===== src/rtl/am_envelope_decim.sv =====
// AM envelope demodulator: rectifier, 2nd-order CIC decimator,
// leaky DC remover and block peak detector for gain control.
module am_envelope_decim #(
   parameter int DEC_LOG2  = 6,
   parameter int DC_SHIFT  = 4,
   parameter int PEAK_LOG2 = 8
) (
   input  logic       clk,
   input  logic       RSTb,
   input  logic [7:0] if_filt_in,
   output logic [7:0] audio_out,
   output logic       audio_valid,
   output logic [7:0] env_out,
   output logic [7:0] level_out,
   output logic       level_valid
);

   localparam int W  = 7 + 2 * DEC_LOG2;
   localparam int DW = 8 + DC_SHIFT;

   logic [6:0]           r;
   logic [W-1:0]         i1, i2, i2_d;
   logic [W-1:0]         c1, c1_d, c2;
   logic [DEC_LOG2-1:0]  cnt;
   logic                 stb_d1, stb_d2;
   logic [1:0]           warm;
   logic [DW-1:0]        dc;
   logic [7:0]           pk;
   logic [PEAK_LOG2-1:0] bcnt;

   logic                 dec_stb;
   logic [7:0]           env;
   logic [7:0]           pk_nxt;
   logic signed [8:0]    a;
   logic signed [DW:0]   dc_diff;
   logic signed [DW:0]   dc_step;
   logic [DW-1:0]        dc_nxt;

   assign dec_stb = (cnt == '1);
   assign env     = 8'(c2 >> (W - 8));
   assign pk_nxt  = (env > pk) ? env : pk;

   // dc carries the estimate scaled by 2^DC_SHIFT; its integer part is subtracted
   assign a       = $signed({1'b0, env}) - $signed({1'b0, dc[DW-1:DC_SHIFT]});
   assign dc_diff = $signed({1'b0, env, {DC_SHIFT{1'b0}}}) - $signed({1'b0, dc});
   assign dc_step = dc_diff >>> DC_SHIFT;
   assign dc_nxt  = dc + DW'(dc_step);

   // rectifier, integrators and decimation counter
   always_ff @(posedge clk) begin
      if (!RSTb) begin
         r   <= '0;
         i1  <= '0;
         i2  <= '0;
         cnt <= '0;
      end else begin
         if (if_filt_in == 8'h80)
            r <= 7'd127;
         else if (if_filt_in[7])
            r <= 7'(-if_filt_in);
         else
            r <= if_filt_in[6:0];
         i1  <= i1 + W'(r);
         i2  <= i2 + i1;
         cnt <= cnt + 1'b1;
      end
   end

   // comb sections, one stage per cycle after the decimation strobe
   always_ff @(posedge clk) begin
      if (!RSTb) begin
         c1     <= '0;
         c1_d   <= '0;
         c2     <= '0;
         i2_d   <= '0;
         stb_d1 <= 1'b0;
         stb_d2 <= 1'b0;
      end else begin
         stb_d1 <= dec_stb;
         stb_d2 <= stb_d1;
         if (dec_stb) begin
            c1   <= i2 - i2_d;
            i2_d <= i2;
         end
         if (stb_d1) begin
            c2   <= c1 - c1_d;
            c1_d <= c1;
         end
      end
   end

   // warm-up gating, DC removal, peak tracking and output strobes
   always_ff @(posedge clk) begin
      if (!RSTb) begin
         warm        <= '0;
         dc          <= '0;
         pk          <= '0;
         bcnt        <= '0;
         audio_out   <= '0;
         audio_valid <= 1'b0;
         env_out     <= '0;
         level_out   <= '0;
         level_valid <= 1'b0;
      end else begin
         audio_valid <= 1'b0;
         level_valid <= 1'b0;
         if (stb_d2) begin
            if (warm != 2'd2) begin
               warm <= warm + 1'b1;
            end else begin
               if (a > 9'sd127)
                  audio_out <= 8'h7F;
               else if (a < -9'sd128)
                  audio_out <= 8'h80;
               else
                  audio_out <= a[7:0];
               env_out     <= env;
               audio_valid <= 1'b1;
               dc          <= dc_nxt;
               bcnt        <= bcnt + 1'b1;
               if (bcnt == '1) begin
                  level_out   <= pk_nxt;
                  level_valid <= 1'b1;
                  pk          <= '0;
               end else begin
                  pk <= pk_nxt;
               end
            end
         end
      end
   end

endmodule


===== config.mk =====
export PLATFORM = sky130hd
export DESIGN_NAME = am_envelope_decim
export DESIGN_NICKNAME = d
export VERILOG_FILES = /design/src/rtl/am_envelope_decim.sv
export SDC_FILE = /design/constraint.sdc
export NUM_CORES = 1
export LEC_CHECK = 0
export ABC_AREA = 1
export BUFFER_PORTS_ARGS = -buffer_cell sky130_fd_sc_hd__buf_2
export CAP_MARGIN = 5
export CORE_MARGIN = 1
export CORE_UTILIZATION = 40
export DETAILED_ROUTE_END_ITERATION = 6
export PLACE_DENSITY = 0.52
export SLEW_MARGIN = 15
export SYNTH_ARGS = -nofsm -noshare
export SYNTH_HDL_FRONTEND = slang
export SYNTH_SLANG_ARGS = --single-unit

===== constraint.sdc =====
create_clock -name clk -period 3.45 [get_ports clk]
set_input_delay 0.345 -clock clk [delete_from_list [all_inputs] [get_ports clk]]
set_output_delay 0.345 -clock clk [all_outputs]
set_load 0.05 [all_outputs]

== Word level (Yosys, flattened, before mapping) ==
Cells that the tools add are included.

* Bits in registers: 185
* Output and inout bits: 26

* Add/subtract/negate cells: 11
* Order comparisons: 3
* Eq/ne operators: 4
* Multiplexer cells: 8
* Bitwise operators: 3
* Reduce and logical (&&, ||, !) cells: 5

{| class="wikitable"
|+ Operators with widths
! cell !! number
|-
| subtractor 19 bit || 2
|-
| two-way mux 8 bit || 4
|-
| adder 19 bit || 1
|-
| adder 19 x 7 -> 19 bit || 1
|-
| equality test 8 bit (second input constant) || 2
|-
| two-way mux 7 bit || 2
|-
| subtractor 12 x 12 -> 13 bit || 1
|-
| adder 12 bit || 1
|-
| greater-than comparator 9 x 8 -> 1 bit (second input constant) || 1
|-
| less-than comparator 9 x 8 -> 1 bit (second input constant) || 1
|-
| subtractor 8 x 8 -> 9 bit || 1
|-
| adder 8 x 1 -> 8 bit (second input constant) || 1
|-
| greater-than comparator 8 bit || 1
|-
| negation 7 bit || 1
|-
| adder 6 x 1 -> 6 bit (second input constant) || 1
|-
| equality test 6 bit (second input constant) || 1
|-
| AND reduction 2 bit || 3
|-
| NOT 1 bit || 3
|-
| AND reduction 3 bit || 1
|-
| OR reduction 3 bit || 1
|-
| adder 2 x 1 -> 2 bit (second input constant) || 1
|-
| two-way mux 1 bit || 2
|-
| inequality test 2 bit (second input constant) || 1
|}

== Logic depth before layout (Yosys ltp) ==
* Depth in word-level cells: 4
* Gate-level depth with buffers: 23
* Depth with buffers taken out: 23

== Worst setup path after synthesis ==
OpenSTA, ideal clock, no wires.

* Path kind: reg2reg
* Start: register dc[7]
* End: register dc[11]
* Library setup time: 0.113 ns
* Arrival time: 2.360 ns
* Required time: 3.337 ns
* Path slack: 0.977 ns
* Cell stages (with the launch flop): 19
* Path buffers: 0
* Clock period less this slack: 2.473 ns
* Cell sequence: dfxtp_1 > inv_1 > ha_1 > a21oi_1 > nor2_1 > nor2_1 > nand2_1 > xor2_1 > ha_1 > a21oi_1 > nand2_1 > nand2_1 > nand2_1 > nor2_1 > nand2_1 > nand3_1 > nand2_1 > nand2_1 > nor2_1

* Cells in the longest elaborated chain, start to end: 2

{| class="wikitable"
|+ Ends and longest elaborated chain
! element !! RTL line !! text
|-
| start: declaration || 27 || <nowiki>logic [DW-1:0] dc;</nowiki>
|-
| start signal: assignment || 119 || <nowiki>dc <= dc_nxt;</nowiki>
|-
| subtractor 12 x 12 -> 13 bit || 45 || <nowiki>assign dc_diff = $signed({1'b0, env, {DC_SHIFT{1'b0}}}) - $signed({1'b0, dc});</nowiki>
|-
| adder 12 bit (*) || 47 || <nowiki>assign dc_nxt = dc + DW'(dc_step);</nowiki>
|}

Every way passes the cells marked *; elsewhere a longest branch is shown, timed or not.
A chain may end at the register's enable or synchronous reset.

== Final worst setup path ==
* Start: register dc[6]
* End: register dc[11]

Same word-level chain as after synthesis.

==> flow_metrics.py <==
metrics = {
    "logic_synthesis": {
        "netlist_instances": 1664,
        "synth-edff-count": 0,
        "ys_ff_latch": 174,
        "yosysTopAreaCell": "dfxtp_1",
        "syn_area_per_cell_um2": 6.65,
        "syn-num-nets": 1773,
        "async_flop_share": 0,
        "yosysTopAreaCellShare": 0.315,
        "synth_area_leaders": "dfxtp_1, nand2_1, ha_1",
        "syn_area_um2": 11100,
        "synth_ff_type": "dfxtp_1",
        "yosysUniqueCellTypes": 43,
        "synth_warnings": 0,
        "ys_seq_area_frac": 0.315,
    },
    "grt": {
        "grt_max_degree": 117,
        "grt_pass1_wl_um": 45600,
        "grt_usage": 0.199,
        "grt_pass1_vias": 9785,
        "grt_overflow": 0,
        "grt_antenna_before_repair": 0,
    },
    "clocking": {
        "cts_root_buf": "clkbuf_16",
        "ctsResizeCount": 0,
        "numCtsBuffers": 17,
        "hold_buffers": 0,
        "cts_sinks": 174,
        "clkSlewWorstSetupHoldPaths_ns": 0.08,
        "cts_tree": "done",
        "insertion_delay_ns": 0.44,
        "max-clock-path-buffers": 2,
        "cts_setup_buffers": 0,
        "cts_max_level": 4,
    },
    "sta": {
        "hold_viol_final": 0,
        "worst_slack_ns": 0.518,
        "finalCritPeriodShare": 0.850,
        "rsz0062_at_grt": "no",
        "clock.fmax_ghz": 0.341,
        "clock_skew_ns": 0.0165,
        "finalSetupTns_ns": 0,
        "relSlewSlack": 0.342,
        "setup_viol": 0,
        "fin_crit_ns": 2.93,
        "worst_pin_slew_ns": 0.986,
        "slew_violations": 0,
    },
    "final_layout": {
        "fin_nets": 1795,
        "area_growth_syn_to_layout_pct": 9.50,
        "final_common_cell": "nand2_1",
        "fillers": 2885,
        "num_antenna_cells": 0,
        "drive_gt1_frac": 0.0624,
        "final_cell_mix": "nand2_1, inv_1, nor2_1, a21oi_1, dfxtp_1",
    },
    "die": {
        "coreArea_um2": 27000,
        "start_util": 0.409,
        "die_height_um": 168,
        "ios": 36,
        "fp-row-count": 60,
        "die_x_um": 168,
        "dieArea_um2": 28300,
    },
    "job": {
        "maxCapViolCount": 0,
    },
    "drt": {
        "ant_nets": 0,
        "drt_iter0_drc": 392,
        "dr.max_layer_used": "met4",
        "route.met3.wl_um": 481,
        "wl_per_cell_um": 13.4,
        "drt-pass1-iter-count": 7,
        "viasPerCell": 4.93,
        "routed_wl_um": 27400,
        "wl_met1_um": 12500,
        "vias": 10048,
        "drc": 0,
        "wl_met2_um": 14000,
    },
    "critical_path": {
        "cp-start-kind": "register",
        "arrival_ns": 3.26,
        "r2r-end": "dc[11]",
        "critical_path.endpoint_type": "register",
        "critPathKind": "register to register",
        "endpoint": "dc[11]",
        "crit_required_ns": 3.77,
        "ff2ff_path_depth": 20,
        "cp_max_fo": 5,
        "reg2reg_from": "dc[6]",
        "crit_start": "dc[6]",
        "rrSetupSlack_ns": 0.52,
    },
    "place": {
        "portBuffers": 35,
        "pre_cts_slack_ns": 0.543,
        "gp_congestion": 0.860,
        "dp_hpwl_um": 20600,
    },
    "min_path": {
        "hold_class": "primary input to register",
        "min_path_cells": 4,
    },
    "power": {
        "p_leak_nw": 6.08,
        "power_density_nw_per_um2": 389,
        "ir_drop_mv": 0.287,
    },
    "run_status": {
        "outcome": "finished, final reports clean",
    },
}
## routing by layer
layer / GRT usage / up-vias
met5: 0 / -
met3: 0.0275 / 23
li1: - / 5421
met4: 0.0553 / 0
met1: 0.225 / 4506
met2: 0.384 / 98
## cell families (layout without fill, tap and decap cells)
| kind of cell | count (synthesis) | after routing | share of synthesized area |
|---|---|---|---|
| AO/OA/AOI/OAI | 355 | 355 | 0.173 |
| adder cells (fa/ha/maj) | 99 | 99 | 0.115 |
| AND/OR/NAND/NOR | 702 | 702 | 0.267 |
| buffers and inverters | 303 | 337 | 0.105 |
| XOR/XNOR | 31 | 31 | 0.0246 |
| flip-flops | 174 | 174 | 0.315 |
## synth_stat cells, drive strengths merged (5+ instances only)
| library cell | number |
|---|---|
| clkbuf | 22 |
| nand2 | 368 |
| buf | 16 |
| a21oi | 182 |
| nor2 | 186 |
| o21bai | 12 |
| fa | 5 |
| o21ai | 129 |
| nand4 | 15 |
| xnor2 | 8 |
| o21a | 12 |
| xor2 | 23 |
| a21o | 6 |
| nand3b | 6 |
| o211ai | 6 |
| nor3 | 22 |
| nand3 | 95 |
| dfxtp | 174 |
| inv | 264 |
| ha | 94 |
## layout make-up
cell class / instances / area, µm² / area share
well taps: 341 / 427 / 0.0352
repair buffers: 41 / 248 / 0.0205
inverters: 265 / 995 / 0.0821
clock inverters: 11 / 86.3 / 0.00713
clock buffers: 20 / 457 / 0.0377
flip-flops and latches: 174 / 3480 / 0.288
multi-input cells: 1187 / 6410 / 0.530
## critical path: stages (launching register included)
cell      delay, ns
dfxtp_1        0.39
inv_1          0.06
ha_1           0.39
nand2_2        0.13
clkinv_1       0.08
nand2_1        0.07
nand2_1        0.07
nand2_1        0.09
nand2_1        0.05
nor2_1         0.26
ha_1           0.34
inv_1          0.09
o21ai_0        0.12
a21oi_1        0.21
nand2_1        0.07
nor2_1         0.09
nand2_1        0.05
nand3_1        0.09
nand2_1        0.07
nand2_1        0.06
nor2_1         0.04
## state kept, by name, summed over array words and instances, names as in the netlist, 6 cells and up
| name | count |
|---|---|
| audio_out | 8 |
| bcnt | 8 |
| c1 | 19 |
| c1_d | 19 |
| c2 | 8 |
| cnt | 6 |
| dc | 12 |
| env_out | 8 |
| i1 | 19 |
| i2 | 19 |
| i2_d | 19 |
| level_out | 8 |
| pk | 8 |
| r | 7 |
## how the worst min path moves through the flow
stage	from	endpoint	slack [ns]
6_report	if_filt_in[6]	r[6]	0.18
4_1_cts	if_filt_in[6]	r[6]	0.16
5_1_grt	if_filt_in[1]	r[1]	0.19
2_1_floorplan	cnt[0]	cnt[0]	0.42
3_5_place_dp	cnt[0]	cnt[0]	0.44
3_3_place_gp	cnt[0]	cnt[0]	0.43
## metrics by stage
step / cell area [µm²] / power, W / hold WS [ns] / instances / util
2_1_floorplan: 11100 / 0.00272 / 0.418 / 1664 / -
3_3_place_gp: 11600 / 0.00292 / 0.433 / 2008 / 0.428
3_5_place_dp: 11600 / 0.00293 / 0.436 / 2008 / 0.428
4_1_cts: 12100 / 0.00478 / 0.162 / 2039 / 0.448
5_1_grt: 12100 / 0.00497 / 0.194 / 2039 / 0.448
6_report: 12100 / 0.00471 / 0.183 / 2039 / 0.448
## report_power, final
part	switching, W	total (W)	internal, W
Clock	0.000873	0.00184	0.000964
Combinational	0.000523	0.000792	0.000269
Sequential	0.0000342	0.00209	0.00205
Total	0.00143	0.00471	0.00328
Power figures use the tool's default switching activity.
